$ cat src/rtl/reg_file_clr_if.sv
// Register-file bus: write port, two read ports and the clear-sequencer status flags.
interface reg_file_clr_if #(
  parameter int unsigned DATA_W = 9,
  parameter int unsigned ADDR_W = 3
);
  logic              RegWrite;
  logic [ADDR_W-1:0] WriteReg;
  logic [DATA_W-1:0] WriteData;
  logic [ADDR_W-1:0] ReadReg1;
  logic [ADDR_W-1:0] ReadReg2;
  logic [DATA_W-1:0] ReadData1;
  logic [DATA_W-1:0] ReadData2;
  logic              Busy;
  logic              WriteDropped;

  modport master (
    output RegWrite, WriteReg, WriteData, ReadReg1, ReadReg2,
    input  ReadData1, ReadData2, Busy, WriteDropped
  );

  modport slave (
    input  RegWrite, WriteReg, WriteData, ReadReg1, ReadReg2,
    output ReadData1, ReadData2, Busy, WriteDropped
  );
endinterface

$ cat src/rtl/reg_file_clr.sv
// Register file with a post-reset clear sequencer; register 0 reads as zero.
// Define REGFILE_BYPASS_EN for combinational write-through on same-index read/write.
module reg_file_clr #(
  parameter int unsigned DATA_W   = 9,
  parameter int unsigned NUM_REGS = 8,
  parameter int unsigned ADDR_W   = 3
) (
  input logic           clk,
  input logic           reset,
  reg_file_clr_if.slave bus
);

  typedef enum logic {
    CLEAR,
    READY
  } state_e;

  state_e            state_q, state_d;
  logic [ADDR_W-1:0] clear_ptr_q, clear_ptr_d;
  logic              busy_q, busy_d;
  logic              write_dropped_q, write_dropped_d;

  logic [DATA_W-1:0] mem_q [NUM_REGS];
  logic              mem_we;
  logic [ADDR_W-1:0] mem_waddr;
  logic [DATA_W-1:0] mem_wdata;

  always_comb begin
    state_d         = state_q;
    clear_ptr_d     = clear_ptr_q;
    busy_d          = busy_q;
    write_dropped_d = 1'b0;
    mem_we          = 1'b0;
    mem_waddr       = clear_ptr_q;
    mem_wdata       = '0;
    unique case (state_q)
      CLEAR: begin
        mem_we          = 1'b1;
        write_dropped_d = bus.RegWrite;
        clear_ptr_d     = clear_ptr_q + ADDR_W'(1);
        if (clear_ptr_q == ADDR_W'(NUM_REGS - 1)) begin
          state_d = READY;
          busy_d  = 1'b0;
        end
      end
      READY: begin
        busy_d = 1'b0;
        if (bus.RegWrite && (bus.WriteReg != '0)) begin
          mem_we    = 1'b1;
          mem_waddr = bus.WriteReg;
          mem_wdata = bus.WriteData;
        end
      end
      default: state_d = CLEAR;
    endcase
  end

  always_ff @(posedge clk) begin
    if (reset) begin
      state_q         <= CLEAR;
      clear_ptr_q     <= '0;
      busy_q          <= 1'b1;
      write_dropped_q <= 1'b0;
    end else begin
      state_q         <= state_d;
      clear_ptr_q     <= clear_ptr_d;
      busy_q          <= busy_d;
      write_dropped_q <= write_dropped_d;
    end
  end

  // Storage has no reset; the sweep initialises it and Busy masks reads until done.
  always_ff @(posedge clk) begin
    if (!reset && mem_we) begin
      mem_q[mem_waddr] <= mem_wdata;
    end
  end

  logic [DATA_W-1:0] rd1, rd2;

  always_comb begin
    rd1 = '0;
    rd2 = '0;
    if (!busy_q && (bus.ReadReg1 != '0)) rd1 = mem_q[bus.ReadReg1];
    if (!busy_q && (bus.ReadReg2 != '0)) rd2 = mem_q[bus.ReadReg2];
`ifdef REGFILE_BYPASS_EN
    if (!busy_q && (state_q == READY) && bus.RegWrite && (bus.WriteReg != '0)) begin
      if (bus.ReadReg1 == bus.WriteReg) rd1 = bus.WriteData;
      if (bus.ReadReg2 == bus.WriteReg) rd2 = bus.WriteData;
    end
`endif
  end

  assign bus.ReadData1    = rd1;
  assign bus.ReadData2    = rd2;
  assign bus.Busy         = busy_q;
  assign bus.WriteDropped = write_dropped_q;

endmodule

$ cat src/flat_wrapper.sv
// flat-port wrapper written by rule: the top's interface ports become plain ports
module reg_file_clr_flat 
#(
  parameter int unsigned DATA_W   = 9,
  parameter int unsigned NUM_REGS = 8,
  parameter int unsigned ADDR_W   = 3
)
  (clk, reset, bus_RegWrite, bus_WriteReg, bus_WriteData, bus_ReadReg1, bus_ReadReg2, bus_ReadData1, bus_ReadData2, bus_Busy, bus_WriteDropped);
  reg_file_clr_if #(.DATA_W(DATA_W), .ADDR_W(ADDR_W)) bus_i ();
  input logic clk;
  input logic reset;
  input wire logic [$bits(bus_i.RegWrite)-1:0] bus_RegWrite;
  input wire logic [$bits(bus_i.WriteReg)-1:0] bus_WriteReg;
  input wire logic [$bits(bus_i.WriteData)-1:0] bus_WriteData;
  input wire logic [$bits(bus_i.ReadReg1)-1:0] bus_ReadReg1;
  input wire logic [$bits(bus_i.ReadReg2)-1:0] bus_ReadReg2;
  output wire logic [$bits(bus_i.ReadData1)-1:0] bus_ReadData1;
  output wire logic [$bits(bus_i.ReadData2)-1:0] bus_ReadData2;
  output wire logic [$bits(bus_i.Busy)-1:0] bus_Busy;
  output wire logic [$bits(bus_i.WriteDropped)-1:0] bus_WriteDropped;
  assign bus_i.RegWrite = bus_RegWrite;
  assign bus_i.WriteReg = bus_WriteReg;
  assign bus_i.WriteData = bus_WriteData;
  assign bus_i.ReadReg1 = bus_ReadReg1;
  assign bus_i.ReadReg2 = bus_ReadReg2;
  assign bus_ReadData1 = bus_i.ReadData1;
  assign bus_ReadData2 = bus_i.ReadData2;
  assign bus_Busy = bus_i.Busy;
  assign bus_WriteDropped = bus_i.WriteDropped;
  reg_file_clr #(.DATA_W(DATA_W), .NUM_REGS(NUM_REGS), .ADDR_W(ADDR_W)) u_core (.clk(clk), .reset(reset), .bus(bus_i));
endmodule
$ cat config.mk
export PLATFORM = sky130hd
export DESIGN_NAME = reg_file_clr_flat
export DESIGN_NICKNAME = d
export VERILOG_FILES = /design/src/rtl/reg_file_clr_if.sv /design/src/rtl/reg_file_clr.sv /design/src/flat_wrapper.sv
export SDC_FILE = /design/constraint.sdc
export NUM_CORES = 1
export LEC_CHECK = 0
export BUFFER_PORTS_ARGS = -buffer_cell sky130_fd_sc_hd__buf_4
export CAP_MARGIN = 20
export CORE_UTILIZATION = 62
export CTS_CLUSTER_DIAMETER = 150
export DETAILED_ROUTE_END_ITERATION = 7
export PLACE_DENSITY = 0.84
export SKIP_LAST_GASP = 1
export SYNTH_ARGS = -nofsm -noshare
export SYNTH_HDL_FRONTEND = slang
export SYNTH_SLANG_ARGS = --single-unit
$ cat constraint.sdc
create_clock -name clk -period 6.4 [get_ports clk]
set_input_delay 0.64 -clock clk [delete_from_list [all_inputs] [get_ports clk]]
set_output_delay 0.64 -clock clk [all_outputs]
set_load 0.03 [all_outputs]
==> results by group <==
Run status
  • Status: finished clean

Power and ir drop
  • Worst vdd ir: 0.000183 V
  • P_sw: 221 uW
  • Switch share: 23.7%
  • Sequential power share: 57.9%
  • P_int: 712 uW
  • Leak pwr: 0.00155 uW
  • Logic pwr share: 10.1%
  • Clock group share of total power: 32.0%
  • Power Dens Cells: 223 nW/um^2

Yosys
  • Synth Cell Area: 3630 sq um
  • Synth warn: 0
  • Most numerous cell in the Yosys netlist: edfxtp_1
  • Number of flops mapped to enable cells by yosys: 68
  • Ys async rst share: 0%
  • Top cells by area, synth: edfxtp_1, mux4_2, mux2i_1, mux2_2, dfxtp_1
  • Seq/Total Area, Yosys: 59.6%
  • Most frequent cells after synthesis: edfxtp_1, mux2i_1, nor2b_1
  • Largest area contributor in the netlist: edfxtp_1
  • Synth Flop Type: edfxtp_1
  • Share of the synthesized area in the top cell type: 56.3%
  • Syn nets: 263
  • Gate Count Post-Synth: 240
  • Post-synthesis sequential element count: 74
  • Cell variety after synth: 33
  • Average size of a mapped cell: 15.1 sq um

CTS
  • Clock Path Buffers: 2
  • CTS sink cnt: 74
  • Hold-fix buffers at CTS: 0
  • Post-CTS Resized: 0
  • CTS tree: done
  • Clk pin slew, worst setup/hold paths: 0.07 ns
  • Skew-Pair Late Insertion Delay: 0.35 ns
  • H-tree Lvls: 3
  • Root Buffer: clkbuf_8
  • Postcts setup bufs: 0
  • Cts bufs inserted: 9

Min path
  • Worst hold start: reset
  • WHS Path Cells: 2
  • Hold Crit Endpoint: u_core.clear_ptr_q[0]
  • Worst hold path type: in -> reg

Worst setup path
  • RR Endpoint: u_core.mem_q[6][8]
  • CP max FO: 20
  • Crit path kind: in -> out
  • Crit end category: output port
  • Flop2flop setup slack: 4.03 ns
  • Critical path launch point type: input port
  • CP required: 5.76 ns
  • Critical Path AT: 2.27 ns
  • CP startpoint: bus_ReadReg1[1]
  • Reg2Reg Depth: 4
  • Reg-to-reg startpoint: u_core.state_q

GRT
  • Pin count of the biggest net entering global routing: 31
  • Antenna violations before repair: 0
  • GRT overflow: 0
  • Vias in the first global route: 2,435
  • GR Util All Layers: 28.7%
  • First-pass GRT wire length: 12,500 um

Floorplan
  • Row count: 27
  • Initial core utilization: 65.1%
  • Io pins: 41
  • Die W: 78.5 um
  • Die height: 78.5 um
  • Die area: 6160 sq um
  • Core ar.: 5570 sq um

Detailed routing
  • # DRC: 0
  • Via/cell ratio: 6.78
  • Routed len/inst: 22.7 um
  • Routed Antenna Nets: 0
  • Total Wirelength: 8210 um
  • Vias: 2,453
  • First-pass detailed-route iteration total: 4
  • DRT iter0 DRCs: 221

Cells and area
  • # diodes: 0
  • Post-route core utilization: 74.9%
  • Nets: 308
  • Layout cell share with drive strength beyond 1: 33.4%
  • P&R area growth vs syn: 15.1%

Timing
  • Max-slew violation total from the final report: 0
  • Unrepaired setup endpoints after global routing: no
  • Setup-failing EPs final: 0
  • Highest clock rate: 0.344 GHz
  • Min Tclk post-route: 2.91 ns
  • Max transition margin: 40.8%
  • Skew final: 0.00862 ns
  • Fin crit share: 45.5%
  • Slew @ Worst Pin: 0.880 ns
  • Fin Setup TNS: 0 ns
  • Final hold vios: 0

Place
  • PortBufs: 40
  • Final GP Congestion: 0.820
  • Post-DP HPWL: 5220 um

Flow run
  • Max-Cap Viols: 0
## logic make-up (layout without fill, tap and decap cells)
kind of cell,Yosys count,count (layout),synth area share (%)
AOI/OAI and AO/OA,40,40,8.76
xor gates and xnor gates,1,1,0.242
adders and majority gates,2,2,0.690
buffers and inverters,14,64,2.97
DFF,74,74,59.6
muxes,48,48,18.2
and+or+nand+nor,61,61,9.56
## worst max-delay path by stage
stage / endpoint / cells past startpoint
2_1_floorplan: u_core.mem_q[4][0] / 4
3_3_place_gp: bus_ReadData1[8] / 5
3_5_place_dp: bus_ReadData1[8] / 5
4_1_cts: bus_ReadData1[8] / 5
5_1_grt: bus_ReadData1[8] / 5
6_report: bus_ReadData1[8] / 5
## flip-flops by register name (all words and copies together) (netlist names)
signal	count
u_core.mem_q	68
u_core.clear_ptr_q	3
u_core.bus.Busy	1
u_core.bus.WriteDropped	1
u_core.state_q	1
## final cells by class
type,count,area (sq um)
clock inverters,6,33.8
well taps,72,90.1
repair buffers,48,360
fillers,370,1400
multi-input cells,152,1400
flip-flops and latches,74,2160
clock buffers,10,128
## power groups by stage
stage               clock network (uW)  registers, uW  logic (uW)
floorplan                            0            549        60.6
global placement                     0            550        90.4
finish                             299            540        94.5
CTS                                304            540        94.2
global route                       317            541         101
detailed placement                   0            551        93.5
## cell usage in the layout (no fill, tap or decap), types with 2 or more instances in the layout
cell      netlist  final
edfxtp_1       68     68
nor4_2          0      7
a22oi_1         3      3
clkinv_2        0      2
clkbuf_8        0      9
o211ai_1        3      3
o21a_1          5      5
nor3_1         14     14
a22o_1          2      2
and2_1          9      9
mux2_2         13     13
mux2i_1        22     22
nor2_1          8      8
nor2b_1        15     15
a221oi_1       13     13
buf_4           2     48
dfxtp_1         6      6
o22ai_1        10     10
mux4_2         13     13
nand2b_1        2      2
ha_1            2      2
clkinv_1        0      2
## stage by stage
| stage | area (sq um) | worst slack, ns | instances | hold WS [ns] | total power [uW] |
|---|---|---|---|---|---|
| floorplan | 3630 | 3.84 | 240 | 0.515 | 610 |
| global placement | 4010 | 3.54 | 346 | 0.538 | 640 |
| detailed placement | 4010 | 3.58 | 346 | 0.550 | 644 |
| CTS | 4180 | 3.52 | 362 | 0.494 | 938 |
| global route | 4180 | 3.38 | 362 | 0.508 | 958 |
| finish | 4180 | 3.49 | 362 | 0.505 | 933 |
## per-layer routing
metal	global-route usage, %	wire length, um
met2	48.9	4260
met4	15.2	155
met1	34.7	3130
met3	5.35	677
met5	0	0
## worst max-delay path, cell delays in order
cell and delay [ns]:
buf_4 0.28, nor2b_1 0.67, a221oi_1 0.22, nor3_1 0.25, buf_4 0.20
Power figures use the tool's default switching activity.
